## config.mk

```make
export PLATFORM = sky130hd
export DESIGN_NAME = conv_result_buffer
export DESIGN_NICKNAME = d
export VERILOG_FILES = /design/src/rtl/conv_result_buffer_pkg.sv /design/src/rtl/coord_counter.sv /design/src/rtl/result_fifo.sv /design/src/rtl/conv_result_buffer.sv
export SDC_FILE = /design/constraint.sdc
export NUM_CORES = 1
export LEC_CHECK = 0
export BUFFER_PORTS_ARGS = -buffer_cell sky130_fd_sc_hd__buf_2
export CAP_MARGIN = 20
export CORE_UTILIZATION = 63
export CTS_CLUSTER_SIZE = 28
export DETAILED_ROUTE_END_ITERATION = 7
export GPL_TIMING_DRIVEN = 0
export PLACE_DENSITY = 0.82
export SLEW_MARGIN = 0
export SYNTH_ARGS = -nofsm -noshare
export SYNTH_HDL_FRONTEND = slang
export SYNTH_SLANG_ARGS = --single-unit
```

## constraint.sdc

```tcl
create_clock -name clk -period 18 [get_ports clk]
set_input_delay 5.4 -clock clk [delete_from_list [all_inputs] [get_ports clk]]
set_output_delay 5.4 -clock clk [all_outputs]
set_load 0.02 [all_outputs]
```

## src/rtl/conv_result_buffer_pkg.sv

```systemverilog
// Shared result types: the MAC data word and the buffered (data, x, y) entry.
// The writeback stage imports the same package, so the entry layout is defined only here.
package conv_result_buffer_pkg;

  localparam int DATA_WIDTH = 32;
  typedef logic signed [DATA_WIDTH-1:0] data_t;

  // Wide enough for any grid up to 65535 x 65535; each instance uses only the low bits.
  localparam int COORD_W = 16;
  typedef logic [COORD_W-1:0] coord_t;

  typedef struct packed {
    data_t  data;
    coord_t x;
    coord_t y;
  } result_entry_t;

  function automatic data_t relu(input data_t d, input logic en);
    return (en && d[DATA_WIDTH-1]) ? '0 : d;
  endfunction

endpackage

```

## src/rtl/coord_counter.sv

```systemverilog
// Modulo-MAX up counter with sync reset/clear; last flags the terminal count.
module coord_counter #(
  parameter int MAX = 16
) (
  input  logic                   clk,
  input  logic                   rst,
  input  logic                   clear,
  input  logic                   en,
  output logic [$clog2(MAX)-1:0] count,
  output logic                   last
);

  localparam int W = $clog2(MAX);

  assign last = (count == W'(MAX - 1));

  always_ff @(posedge clk) begin
    if (rst || clear) begin
      count <= '0;
    end else if (en) begin
      count <= last ? '0 : count + 1'b1;
    end
  end

endmodule

```

## src/rtl/result_fifo.sv

```systemverilog
// Generic synchronous FIFO with registered occupancy; head is read straight from storage.
// Pushes while full are ignored unless a pop happens the same cycle; pops while empty are ignored.
module result_fifo #(
  parameter int WIDTH = 8,
  parameter int DEPTH = 8
) (
  input  logic                     clk,
  input  logic                     rst,
  input  logic                     clear,
  input  logic                     push,
  input  logic [WIDTH-1:0]         wdata,
  input  logic                     pop,
  output logic [WIDTH-1:0]         rdata,
  output logic                     not_empty,
  output logic                     full,
  output logic [$clog2(DEPTH):0]   level
);

  localparam int AW = $clog2(DEPTH);
  localparam int LW = AW + 1;

  logic [WIDTH-1:0] mem [DEPTH];
  logic [AW-1:0]    wr_ptr;
  logic [AW-1:0]    rd_ptr;
  logic             do_push;
  logic             do_pop;

  assign not_empty = (level != '0);
  assign full      = (level == LW'(DEPTH));
  assign do_pop    = pop && not_empty;
  assign do_push   = push && (!full || do_pop);
  assign rdata     = mem[rd_ptr];

  // Pointers rely on DEPTH being a power of two to wrap for free.
  always_ff @(posedge clk) begin
    if (rst || clear) begin
      wr_ptr <= '0;
      rd_ptr <= '0;
      level  <= '0;
    end else begin
      if (do_push) wr_ptr <= wr_ptr + 1'b1;
      if (do_pop)  rd_ptr <= rd_ptr + 1'b1;
      level <= level + LW'(do_push) - LW'(do_pop);
    end
  end

  always_ff @(posedge clk) begin
    if (!rst && !clear && do_push) begin
      mem[wr_ptr] <= wdata;
    end
  end

endmodule

```

## src/rtl/conv_result_buffer.sv

```systemverilog
// Buffers convolution results with optional ReLU, tags each with its (x, y) grid position.
// The engine cannot be stalled: results arriving while full are dropped and flagged sticky.
module conv_result_buffer
  import conv_result_buffer_pkg::*;
#(
  parameter int MATRIX_DIM = 16,
  parameter int FIFO_DEPTH = 8
) (
  input  logic                          clk,
  input  logic                          rst,
  input  logic                          in_valid,
  input  data_t                         in_data,
  input  logic                          relu_en,
  input  logic                          clear,
  input  logic                          out_ready,
  output logic                          out_valid,
  output data_t                         out_data,
  output logic [$clog2(MATRIX_DIM)-1:0] out_x,
  output logic [$clog2(MATRIX_DIM)-1:0] out_y,
  output logic                          frame_done,
  output logic                          overflow,
  output logic [$clog2(FIFO_DEPTH):0]   level
);

  localparam int CW = $clog2(MATRIX_DIM);

  logic          accept;
  logic          pop;
  logic          push;
  logic          drop;
  logic          full;
  logic          x_last;
  logic          y_last;
  logic [CW-1:0] cur_x;
  logic [CW-1:0] cur_y;
  result_entry_t wr_entry;
  result_entry_t head;
  logic          unused_coord_hi;

  assign accept = in_valid && !clear;
  assign pop    = out_valid && out_ready;
  assign push   = accept && (!full || pop);
  assign drop   = accept && full && !pop;

  always_comb begin
    wr_entry      = '0;
    wr_entry.data = relu(in_data, relu_en);
    wr_entry.x    = COORD_W'(cur_x);
    wr_entry.y    = COORD_W'(cur_y);
  end

  // Coordinates advance on every accepted strobe, stored or dropped.
  coord_counter #(.MAX(MATRIX_DIM)) u_x_cnt (
    .clk   (clk),
    .rst   (rst),
    .clear (clear),
    .en    (accept),
    .count (cur_x),
    .last  (x_last)
  );

  coord_counter #(.MAX(MATRIX_DIM)) u_y_cnt (
    .clk   (clk),
    .rst   (rst),
    .clear (clear),
    .en    (accept && x_last),
    .count (cur_y),
    .last  (y_last)
  );

  result_fifo #(
    .WIDTH ($bits(result_entry_t)),
    .DEPTH (FIFO_DEPTH)
  ) u_fifo (
    .clk       (clk),
    .rst       (rst),
    .clear     (clear),
    .push      (push),
    .wdata     (wr_entry),
    .pop       (pop),
    .rdata     (head),
    .not_empty (out_valid),
    .full      (full),
    .level     (level)
  );

  assign out_data        = head.data;
  assign out_x           = head.x[CW-1:0];
  assign out_y           = head.y[CW-1:0];
  assign unused_coord_hi = ^{head.x[COORD_W-1:CW], head.y[COORD_W-1:CW]};

  always_ff @(posedge clk) begin
    if (rst || clear) begin
      overflow   <= 1'b0;
      frame_done <= 1'b0;
    end else begin
      if (drop) overflow <= 1'b1;
      frame_done <= accept && x_last && y_last;
    end
  end

  a_no_push_and_drop: assert property (@(posedge clk) disable iff (rst) !(push && drop));
  a_frame_done_single: assert property (@(posedge clk) disable iff (rst) frame_done |=> !frame_done);
  a_out_data_known: assert property (@(posedge clk) disable iff (rst) out_valid |-> !$isunknown(out_data));

endmodule
```

== Yosys cells after proc, flatten, opt, wreduce, memory -nomap -nowiden ==
Memory sizes are Yosys's and may differ from the RTL's. A register that Yosys moved wholly into a read port is not among the register bits.
Index checks and enable logic that the tools add are counted.
Storage, ports and cells
  memories: 1
  bits of input ports: 38
  word-level logic and storage cells: 44
  register bits: 20
  output and inout bits: 47
  memory bits (writable): 320
Operators by class
  eq/ne operators: 3
  $add $sub $neg: 6
  reductions and logical operators: 20
  muxes and demuxes: 7
Memory list
  u_fifo.mem: depth 8, bits a word 40, read ports 1, clocked after Yosys merged registers in 1, wr ports 1, RTL line result_fifo.sv:22  | logic [WIDTH-1:0] mem [DEPTH];
Operator list (number)
  2-to-1 mux 32 bit: 1
  == test 4 bit, second input constant: 3
  logical AND 1 bit: 12
  adder 4 x 1 -> 4 bit, second input constant: 2
  2-to-1 mux 4 bit: 2
  adder 3 x 1 -> 3 bit, second input constant: 2
  2-to-1 mux 3 bit: 2
  adder 4 x 1 -> 4 bit: 1
  zero test 1 bit: 4
  nonzero test 4 bit: 1
  subtractor 4 x 1 -> 4 bit: 1
  logical OR 1 bit: 3
  2-to-1 mux 1 bit: 2

== Longest topological paths before layout ==
  depth in word-level cells: 8
  mapped depth: 10
  depth with buffers taken out: 10

== Modules after synthesis ==
Synthesis repeated with hierarchy kept, for this count alone.
Second synthesis, totals
  cells, all modules: 906
  area total of the unflattened synthesis: 20591.0 um^2
By module, submodules not included
  result_fifo: area an instance 19914.1 um^2, seq. area each 15635.0 um^2, cells each 821, times used 1
  coord_counter: area an instance 180.2 um^2, seq. area each 80.1 um^2, cells each 19, times used 2
  conv_result_buffer: area an instance 316.6 um^2, seq. area each 40.0 um^2, cells each 47, times used 1

== Worst setup path before layout ==
Ideal clock, no wire load.
  kind: input-to-reg
  start point: in in_valid
  end point: mem u_fifo.mem[0][0] in the netlist's numbering (enable)
  path buffers: 0
  slack: 7.785 ns
  arrival time: 9.678 ns
  library setup time: 0.537 ns
  required time: 17.463 ns
  stages on the path: 3
  path through: nor2b_1 -> o21ai_4 -> nor4_1
Between the ends
  word-level cells in the longest chain between the ends: 6
Ends and longest elaborated chain
  start: declaration: RTL line conv_result_buffer.sv:11  | input logic in_valid,
  logical AND 1 bit: RTL line conv_result_buffer.sv:40  | assign accept = in_valid && !clear;
  logical AND 1 bit: RTL line conv_result_buffer.sv:42  | assign push = accept && (!full || pop);
  logical AND 1 bit: RTL line result_fifo.sv:31  | assign do_push = push && (!full || do_pop);
  logical AND 1 bit: RTL line result_fifo.sv:48  | if (!rst && !clear && do_push) begin
  2-to-1 mux 1 bit: RTL line result_fifo.sv:48
  2-to-1 mux 1 bit (implied by the code): RTL line result_fifo.sv:49  | mem[wr_ptr] <= wdata;
  end: declaration: RTL line result_fifo.sv:22
No other way between the ends.

==> impl_metrics.ini <==
[run_status]
status = complete, no violations

[floorplan]
die_area_um2 = 22400
initial_core_util_pct = 64.7
core_area_um2 = 21200
fp.dieH_um = 150
ios = 85
rows = 53
die_x_um = 150

[logic_synthesis]
ys_types = 39
synth-seq-cells = 343
synth_enable_flop_cells = 320
synthCells = 633
synth_top_area_cell = edfxtp_1
synth.cell_area_um2 = 13700
synth.cells.most_frequent = 320 x edfxtp_1, 80 x mux4_1, 40 x mux2_2, 35 x and2_1, 23 x dfxtp_1
seq_area_frac_synth_pct = 73.3
yosys.cell_count.top_type = edfxtp_1
synthArstFlopShare_pct = 0
synth-main-ff-cell = edfxtp_1
syn_avg_cell_area_um2 = 21.7
synth_area_leaders = edfxtp_1 70%, mux4_1 15%, dfxtp_1 3.4%
synth_top_area_share_pct = 70.0
yosys_warnings = 0
synth_fp_nets = 682

[layout]
drive_above_1_share_pct = 28.5
area_growth_pct = 16.5
regArea_um2 = 10100
multi_input_area_um2 = 3490
utilization_pct = 75.4
fill_cells = 1120
diodes = 0
nets = 844
instances_no_fill = 1095

[global_routing]
antenna_found_initial = 0
grt_pass1_wl_mm = 41.3
grt_pass1_vias = 7214
grtUsageTotal_pct = 26.0
overflow = 0
grt_max_degree = 26

[sta]
max-slew-margin-rel_pct = 29.5
fmax_ghz = 0.124
fin_skew_ps = 15.4
setup_violations = 0
rsz0062_at_grt = no
worstMarginPinSlew_ps = 1050
tns_ps = 0
finalHoldViolations = 0
finalMaxSlewViolations = 0
period_share_pct = 45.0
fin_crit_ps = 8090
hold_ws_ps = 488
layout_setup_ws_ps = 9910

[clocking]
ctsResizeCount = 0
holdBufCountCts = 0
clock-sinks = 343
cts_tree = yes
h-tree-depth = 2
numCtsBuffers = 35
cts_root_buf = clkbuf_16
clock_latency_ps = 520
clk_pin_slew_ps = 60
cts_max_path_buffers = 3
cts_setup_buffers = 0

[drt]
viasPerCell = 6.27
drc = 0
vias = 6866
first_iter_violations = 420
post_drt_wl_per_cell_um = 25.3
wl_mm = 27.7
first_pass_iters = 5
antenna_left = 0

[pwr]
vdd_drop_max_mv = 0.0887
swShare_pct = 22.1
switching_power_mw = 0.381
share_seq_of_total_power_pct = 51.2
power_frac_comb_pct = 9.6
internal_power_mw = 1.34
clkPwrFrac_pct = 39.1
power_density_nw_per_um2 = 108
p_leak_nw = 5.44

[placed_design]
numPortBuffers = 84
place_ws_ps = 9820
dp.cells = 1033
hpwl_mm = 17.9
place.gp.congestion = 0.789

[critical_path]
startpoint_type = flip-flop
crit_fanout = 10
worstPathRequired_ps = 12600
cp-end-kind = output port
cp.arrival_ps = 2690
crit_type = reg -> out

[hold_path]
hold_path.class = reg -> reg

[run]
maxCapViolCount = 0
==> placed cells by master (no fill, tap or decap), drive strengths merged, types with 3 or more instances in the layout <==
master,count
a21oi,11
and2,35
buf,134
clkbuf,66
clkinv,11
dfxtp,23
edfxtp,320
ha,10
inv,14
mux2,40
mux2i,6
mux4,80
nand2,9
nand3,5
nor2,7
nor2b,3
nor3,5
nor3b,3
nor4,3
o21ai,4
or3,6
==> through the flow <==
step                      power [mW]  area, µm²
final                           1.72      16000
after global routing            1.77      16000
after CTS                       1.73      16000
after detailed placement        1.06      14900
after global placement          1.06      14500
after floorplan                 1.02      13700
==> area by class of cell <==
cell class | instances | area share [%]
clock inverters | 17 | 0.891
repair buffers | 125 | 5.15
multi-input cells | 249 | 21.8
inverters | 11 | 0.258
clock buffers | 45 | 5.71
plain buffers | 30 | 1.13
flip-flops and latches | 343 | 62.9
well taps | 275 | 2.15
==> flip-flops by register name, indices dropped and copies added, names as in the netlist, named ones only <==
signal and flops:
u_fifo.mem 320, u_fifo.level 4, u_x_cnt.count 4, u_y_cnt.count 4
u_fifo.rd_ptr 3, u_fifo.wr_ptr 3, frame_done 1, overflow 1
==> final timing paths <==
kind / start / end / slack (ps) / cells after the start
max: flip-flop / out_data[22] / 9910 / 5
min: overflow / overflow / 490 / 2
max reg2reg: u_fifo.level[2] / u_fifo.mem[2][13] / 14890 / 10
min reg2reg: overflow / overflow / 490 / 2
==> critical path, cell delays in order, from the launching register on <==
cell	delay, ps
dfxtp_1	340
clkbuf_1	350
clkbuf_1	610
mux4_1	430
mux2_2	290
buf_2	160
==> metal layers <==
layer	vias up	global-route usage (%)	wire [µm]
li1	2999	-	-
met1	3500	33.4	10600
met2	297	44.8	14400
met3	70	4.09	1850
met4	0	10.0	878
met5	-	0	0
==> power groups by stage <==
stage | clock network (mW) | registers, mW | logic, mW
floorplan | 0 | 0.902 | 0.115
global placement | 0 | 0.900 | 0.156
detailed placement | 0 | 0.900 | 0.165
CTS | 0.681 | 0.883 | 0.167
global route | 0.711 | 0.883 | 0.179
finish | 0.674 | 0.883 | 0.166
==> kinds of logic after synthesis <==
group	after synthesis	share of synthesized area, %
flip-flops	343	73.3
XOR/XNOR	3	0.191
multiplexers	126	19.0
AND/OR/NAND/NOR	84	3.55
AO/OA/AOI/OAI	25	1.23
adder cells (fa/ha/maj)	11	1.06
buffers and inverters	41	1.61
Note: power is estimated with default switching activity, not from simulation.
